$ cat config.mk
export PLATFORM = sky130hd
export DESIGN_NAME = reg_file_cfg
export DESIGN_NICKNAME = d
export VERILOG_FILES = /design/src/rtl/reg_file_cfg_pkg.sv /design/src/rtl/reg_file_cfg_parity.sv /design/src/rtl/reg_file_cfg.sv
export SDC_FILE = /design/constraint.sdc
export NUM_CORES = 1
export LEC_CHECK = 0
export BUFFER_PORTS_ARGS = -buffer_cell sky130_fd_sc_hd__buf_4
export CAP_MARGIN = 30
export CORE_UTILIZATION = 40
export DETAILED_ROUTE_END_ITERATION = 8
export SKIP_CTS_REPAIR_TIMING = 1
export SLEW_MARGIN = 0
export SYNTH_ARGS = -nofsm -noshare
export SYNTH_HDL_FRONTEND = slang
export SYNTH_SLANG_ARGS = --single-unit
$ cat constraint.sdc
create_clock -name clk -period 1.8 [get_ports clk]
set_input_delay 0 -clock clk [delete_from_list [all_inputs] [get_ports clk]]
set_output_delay 0 -clock clk [all_outputs]
set_load 0.03 [all_outputs]
$ cat src/rtl/reg_file_cfg_pkg.sv
// Shared constants for the reg_file_cfg configuration register file:
// default geometry and the non-zero reset values of entries 2 and 3.
package reg_file_cfg_pkg;

  localparam int DEF_WIDTH = 8;
  localparam int DEF_DEPTH = 16;

  // Reset values are defined at 8 bits and resized to WIDTH at the use site.
  localparam logic [7:0] RST_VAL2 = 8'b1000_0001;
  localparam logic [7:0] RST_VAL3 = 8'd32;

  // Reset value of entry idx (8-bit form).
  function automatic logic [7:0] rst_val(input int idx);
    case (idx)
      2:       return RST_VAL2;
      3:       return RST_VAL3;
      default: return 8'h00;
    endcase
  endfunction

endpackage

$ cat src/rtl/reg_file_cfg_parity.sv
// Combinational even-parity reduction: parity is the bit that makes the
// total number of ones in {data, parity} even.
module reg_file_cfg_parity #(
  parameter int WIDTH = 8
) (
  input  logic [WIDTH-1:0] data,
  output logic             parity
);

  assign parity = ^data;

endmodule

$ cat src/rtl/reg_file_cfg.sv
// reg_file_cfg: single-port register file with a shared read/write address,
// registered read data with a one-cycle valid pulse, and an address/conflict
// error pulse. Entries 0..3 are exported continuously as configuration regs.
//
// Optional feature macro: REG_FILE_CFG_PARITY_EN
//   When defined, each entry carries an even-parity bit computed on write and
//   a read of an entry whose stored parity disagrees pulses ParErr alongside
//   RdData_Valid. When undefined, neither the port nor the storage exist.
//
// Handshake: there is no backpressure. WrEn/RdEn are single-cycle requests
// sampled on the rising edge; exactly one of them with an in-range address is
// a legal access. Both together, or either with Address >= DEPTH, is rejected
// and reported one cycle later on AddrErr. RdData is qualified by RdData_Valid
// and otherwise holds its previous value.
module reg_file_cfg
  import reg_file_cfg_pkg::*;
#(
  parameter int WIDTH = DEF_WIDTH,
  parameter int DEPTH = DEF_DEPTH,
  parameter int ADDR  = $clog2(DEPTH)
) (
  input  logic             clk,
  input  logic             rst,
  input  logic             WrEn,
  input  logic             RdEn,
  input  logic [ADDR-1:0]  Address,
  input  logic [WIDTH-1:0] WrData,
  output logic [WIDTH-1:0] RdData,
  output logic             RdData_Valid,
  output logic             AddrErr,
  output logic [WIDTH-1:0] REG0,
  output logic [WIDTH-1:0] REG1,
  output logic [WIDTH-1:0] REG2,
  output logic [WIDTH-1:0] REG3
`ifdef REG_FILE_CFG_PARITY_EN
  ,
  output logic             ParErr
`endif
);

  // DEPTH widened by one bit so the compare is exact even when DEPTH is a
  // power of two and every Address value is in range.
  localparam logic [ADDR:0] DEPTH_W = (ADDR+1)'(DEPTH);

  logic             addr_ok;
  logic             conflict;
  logic             wr_ok;
  logic             rd_ok;

  logic [WIDTH-1:0] mem_q [DEPTH];
  logic [WIDTH-1:0] mem_d [DEPTH];

  logic [WIDTH-1:0] rd_data_q;
  logic [WIDTH-1:0] rd_data_d;
  logic             rd_valid_q;
  logic             rd_valid_d;
  logic             addr_err_q;
  logic             addr_err_d;

  assign addr_ok  = ({1'b0, Address} < DEPTH_W);
  assign conflict = WrEn & RdEn;
  assign wr_ok    = WrEn & ~RdEn & addr_ok;
  assign rd_ok    = RdEn & ~WrEn & addr_ok;

  // Next storage contents: only a legal, in-range write modifies an entry.
  always_comb begin
    mem_d = mem_q;
    if (wr_ok) begin
      mem_d[Address] = WrData;
    end
  end

  // Next read-side outputs: capture on a legal read, otherwise hold data.
  always_comb begin
    rd_data_d  = rd_data_q;
    rd_valid_d = rd_ok;
    addr_err_d = conflict | ((WrEn | RdEn) & ~addr_ok);
    if (rd_ok) begin
      rd_data_d = mem_q[Address];
    end
  end

  // Storage flops; reset loads the configuration defaults.
  always_ff @(posedge clk) begin
    if (!rst) begin
      for (int i = 0; i < DEPTH; i++) begin
        mem_q[i] <= WIDTH'(rst_val(i));
      end
    end else begin
      mem_q <= mem_d;
    end
  end

  // Read-side output flops; reset drops any request of this cycle.
  always_ff @(posedge clk) begin
    if (!rst) begin
      rd_data_q  <= '0;
      rd_valid_q <= 1'b0;
      addr_err_q <= 1'b0;
    end else begin
      rd_data_q  <= rd_data_d;
      rd_valid_q <= rd_valid_d;
      addr_err_q <= addr_err_d;
    end
  end

  assign RdData       = rd_data_q;
  assign RdData_Valid = rd_valid_q;
  assign AddrErr      = addr_err_q;
  assign REG0         = mem_q[0];
  assign REG1         = mem_q[1];
  assign REG2         = mem_q[2];
  assign REG3         = mem_q[3];

`ifdef REG_FILE_CFG_PARITY_EN
  logic             par_q [DEPTH];
  logic             par_d [DEPTH];
  logic             wr_par;
  logic             rd_par;
  logic             par_err_q;
  logic             par_err_d;

  reg_file_cfg_parity #(.WIDTH(WIDTH)) u_wr_parity (
    .data   (WrData),
    .parity (wr_par)
  );

  reg_file_cfg_parity #(.WIDTH(WIDTH)) u_rd_parity (
    .data   (mem_q[Address]),
    .parity (rd_par)
  );

  // Next parity storage: parity of the write data alongside the entry.
  always_comb begin
    par_d     = par_q;
    par_err_d = rd_ok & (rd_par != par_q[Address]);
    if (wr_ok) begin
      par_d[Address] = wr_par;
    end
  end

  // Parity flops; reset stores the parity of each reset value.
  always_ff @(posedge clk) begin
    if (!rst) begin
      for (int i = 0; i < DEPTH; i++) begin
        par_q[i] <= ^(WIDTH'(rst_val(i)));
      end
      par_err_q <= 1'b0;
    end else begin
      par_q     <= par_d;
      par_err_q <= par_err_d;
    end
  end

  assign ParErr = par_err_q;
`endif

endmodule

### Yosys cells after proc, flatten, opt, wreduce, memory -nomap -nowiden

Index checks and enable logic that the tools add are counted.

* register bits: 138
* bits in latches: 0
* memory bits (writable): 0
* memory bits (read-only): 0
* bits of input ports: 16
* output and inout bits: 42
* memories: 0

* $add $sub $neg: 0
* $mul: 0
* div/mod/pow operators: 0
* $lt $le $gt $ge: 2
* equality and inequality tests: 0
* shifts and indexed selects: 0
* multiplexer cells: 6
* bitwise operators: 6
* reduce and logical (&&, ||, !) cells: 1

Operator list (count)
* $bwmux 128: 1
* $bmux 8 s4: 1
* $demux 8 s4: 1
* $mux 8: 3
* $ge 5x5->1 const B: 1
* $lt 5x1->1 const B: 1
* $not 4->5: 1
* $and 1x1->1: 3
* $not 1->1: 2
* $logic_and 1x1->1: 1

### Depth between registers and ports, before layout

* word-level depth: 6
* depth in mapped cells: 7

### Least setup slack after synthesis

OpenSTA, ideal clock, no wires.

* kind: input -> register
* from: input Address[0]
* to: register mem_q[24] in the netlist's numbering
* setup time: 0.116 ns
* arrival: 1.185 ns
* path slack: 0.499 ns
* stages: 6
* buffers on the path: 2
* cell sequence: buf_2 > nor4b_4 > and3_1 > buf_6 > mux2i_1 > nor2b_1

* longest elaborated chain between the ends: 6
* elaborated cells on any way between the ends: 7
* those cells by class: order compare: 2; mux: 3; bitwise: 1; reduce/logical: 1

Ends and longest elaborated chain
* from (decl): RTL line reg_file_cfg.sv:26 `input logic [ADDR-1:0] Address,`
* $not 4->5 (not written as such) *: RTL line reg_file_cfg.sv:69 `mem_d[Address] = WrData;`
* $ge 5x5->1 (not written as such) / $lt 5x1->1 (equally long branches): RTL line reg_file_cfg.sv:69
* $logic_and 1x1->1 (not written as such): RTL line reg_file_cfg.sv:69
* $mux 8 (not written as such): RTL line reg_file_cfg.sv:69
* $demux 8 s4 *: RTL line reg_file_cfg.sv:69
* $bwmux 128 *: RTL line reg_file_cfg.sv:69
* to (signal, indexed assignment): RTL line reg_file_cfg.sv:87 `mem_q[i] <= WIDTH'(rst_val(i));`
* to (signal assigned): RTL line reg_file_cfg.sv:90 `mem_q <= mem_d;`
* to (decl): RTL line reg_file_cfg.sv:50 `logic [WIDTH-1:0] mem_q [DEPTH];`

Mark *: on every way between the ends. The rest lies on a longest branch, timed or not.
A chain may end at the register's enable or synchronous reset.

### Final worst setup path

* from: input WrEn
* to: register mem_q[80] in the netlist's numbering

* longest elaborated chain between the ends: 1

Ends and longest elaborated chain
* from (decl): RTL line reg_file_cfg.sv:24 `input logic WrEn,`
* $and 1x1->1: RTL line reg_file_cfg.sv:62 `assign wr_ok = WrEn & ~RdEn & addr_ok;`

Every way passes these cells.

==> key figures <==
Placement
  • Buffers on Ports: 57
  • Hpwl dp: 11.7 mm
  • DP Worst Slack: 0.257 ns
  • Placer congestion estimate: 0.871

Cells and area
  • Most frequent cells in the layout: dfxtp_1 (138), nand2_1 (99), a21boi_0 (86), nand3_1 (77), buf_4 (75)
  • Final net count: 732
  • Share of cells above drive strength 1: 17.8%
  • Commonest non-fill, non-tap cell in the layout: dfxtp_1
  • Number of diodes: 0
  • Layout area overhead: 16.1%
  • Fillers: 1571

Clock tree
  • H-tree level count: 4
  • Register clock-pin slew on the reported worst setup and hold paths: 0.06 ns
  • Clk sinks: 138
  • Root Driver: clkbuf_16
  • Clock Path Buffers: 2
  • Clock buffer count from CTS: 17
  • TritonCTS clock tree: built
  • Clk_lat worst skew: about 0.43 ns

Floorplanning
  • Area of the die: 17000 sq um
  • Row Count: 46
  • Die X: 130 microns
  • Core area: 16000 sq um
  • Initial Util: 41.2%
  • Num ports: 58
  • Die Y: between 100 and 150 microns

Yosys
  • Post-synth cell types: 29
  • Post-synthesis cell count: 701
  • Post-synth EDFFs: 0
  • Post-synth design cell area: 6590 sq um
  • Number of synthesized register bits: between 100 and 150
  • Mean Syn Cell Area: 9.39 sq um
  • Post-synthesis async set-or-reset flop share: 0%
  • Yosys warnings: 0
  • Synth Flop Type: dfxtp_1
  • Seq/Total Area, Yosys: 42.0%
  • Post-synthesis net count: 717

Power and ir drop
  • P per Cell Area: between 900 and 1000 nW/um^2
  • Worst vdd ir: 0.656 mV
  • Cell leakage power: between 2 and 3 nW

Routing
  • DRC: 0
  • Drt total wl: 17.8 mm
  • Vias per cell: 5.52
  • DRT antenna net count: 0
  • WL/cell: around 19 microns
  • Initial DRC Count: 406
  • Routed vias: between 5000 and 6000
  • Drt pass-1 iters: 5

Timing
  • Worst-Margin Slew: 0.528 ns
  • Final period util: 85.0%
  • Max Clock Skew: 0.00979 ns
  • Min Clock Period, post-route: 1.53 ns
  • Max-slew headroom: 64.8%
  • TNS Setup: 0 ns
  • Final Hold Fails: 0
  • F_max: around 650 MHz
  • Final setup margin: around 0.27 ns
  • RSZ-0062 raised after global routing: no
  • Final Max Tran Viols: 0
  • Final setup fails: 0

Hold path
  • Hold Path Class: input port to flop

Status
  • Outcome: complete, no violations

Setup path
  • CP Data Required Time: between 2 and 2.5 ns
  • CP Cell Sequence: dlygate4sd3_1 -> buf_4 -> nor4bb_4 -> buf_4 -> nand2_1 -> nand2_1 -> a21boi_0
  • Crit-path slowest cell: dlygate4sd3_1
  • Critical path fanouts, max: 27
  • Slowest stage delay, CP: 0.53 ns
  • Crit path capture type: flop
  • Crit path kind: input port to flop
  • Critical Path Start Type: input port
  • Worst path arrival time: roughly 1.8 ns

Global routing
  • Largest net degree at the start of global routing: 63
  • Vias in the first global route: roughly 5000
  • Initial antenna violation count: 0
  • Gr ovfl total: 0
  • GR Util All Layers: 22.5%
  • First-pass GRT wire length: 28.3 mm

Flow run
  • Max cap viols: 0
[flip-flops by register name (all words and copies together), names as in the netlist]
signal / count
mem_q: 96
REG0: 8
REG1: 8
REG2: 8
REG3: 8
RdData: 8
AddrErr: 1
RdData_Valid: 1
[final timing paths]
check / from / end / cells after the start / slack (ns)
worst min-delay path: rst / mem_q[49] / 2 / 0.03
worst max-delay path: WrEn / mem_q[80] / 7 / 0.27
worst max register to register: REG2[5] / RdData[5] / 3 / 0.42
worst min register to register: mem_q[85] / mem_q[85] / 2 / 0.46
[critical path, delay by kind of cell]
kind / cells / cell delay, ns
buf+inv: 3 / 1.02
compound gates: 1 / 0.08
simple gates: 3 / 0.73
[synthesized netlist by cell type (2+ instances only)]
| cell type | instances | area [sq um] |
|---|---|---|
| dfxtp_1 | 138 | 2760 |
| nor3_1 | 2 | 10.0 |
| mux4_2 | 18 | 405 |
| buf_2 | 18 | 90.1 |
| buf_6 | 2 | 22.5 |
| nor2b_1 | 44 | 275 |
| clkbuf_1 | 36 | 135 |
| a41oi_1 | 2 | 17.5 |
| o21ai_0 | 18 | 90.1 |
| and3_1 | 4 | 25.0 |
| buf_1 | 2 | 7.51 |
| nand3_1 | 77 | 385 |
| nand2b_1 | 2 | 12.5 |
| a21boi_0 | 86 | 646 |
| buf_4 | 36 | 270 |
| o221ai_1 | 18 | 158 |
| nor2_1 | 9 | 33.8 |
| a21oi_1 | 6 | 30.0 |
| a22oi_1 | 2 | 15.0 |
| nand2_1 | 99 | 372 |
| mux2i_1 | 74 | 741 |
[cell type report]
| cell class | count | area (sq um) | share of cell area (%) |
|---|---|---|---|
| Tap cell | 216 | 270 | 3.53 |
| Clock buffer | 19 | 433 | 5.66 |
| Timing Repair Buffer | 90 | 763 | 9.98 |
| Sequential cell | 138 | 2760 | 36.1 |
| Multi-Input combinational cell | 469 | 3310 | 43.3 |
| Clock inverter | 10 | 105 | 1.37 |
[per-stage QoR]
step           total power, W  util, %  std cells  cell area (sq um)  hold slack, ns
2_1_floorplan         0.00352        -        701               6590           0.146
3_3_place_gp          0.00371     43.8        903               7010           0.293
3_5_place_dp          0.00372     43.8        903               7010           0.301
4_1_cts               0.00698     47.2        932               7550          -0.144
5_1_grt               0.00719     47.8        942               7650          0.0427
6_report              0.00694     47.8        942               7650          0.0276
[where the power goes]
group	switching [W]	leakage (nW)	total [W]	internal [W]
Combinational	0.000342	1.30	0.000557	0.000215
Clock	0.00127	0.264	0.00327	0.00199
Sequential	0.0000223	1.11	0.00311	0.00309
Total	0.00164	2.68	0.00694	0.00530
[metal layers]
metal	wire length [microns]	part of all wire, %	up-vias	global-route usage, %
li1	-	-	2465	-
met1	8240	46	2553	30.2
met2	8260	46	159	35.4
met3	1050	5.9	27	5.17
met4	292	1.6	0	7.87
met5	0	0	-	0
[kinds of logic (layout without fill, tap and decap cells)]
kind of cell,Yosys count,after routing,share of synthesized area (%)
AOI/OAI and AO/OA,132,132,14.5
buffers and inverters,94,119,7.98
DFF,138,138,42.0
muxes,92,92,17.4
and+or+nand+nor,245,245,18.1
Power figures use the tool's default switching activity.
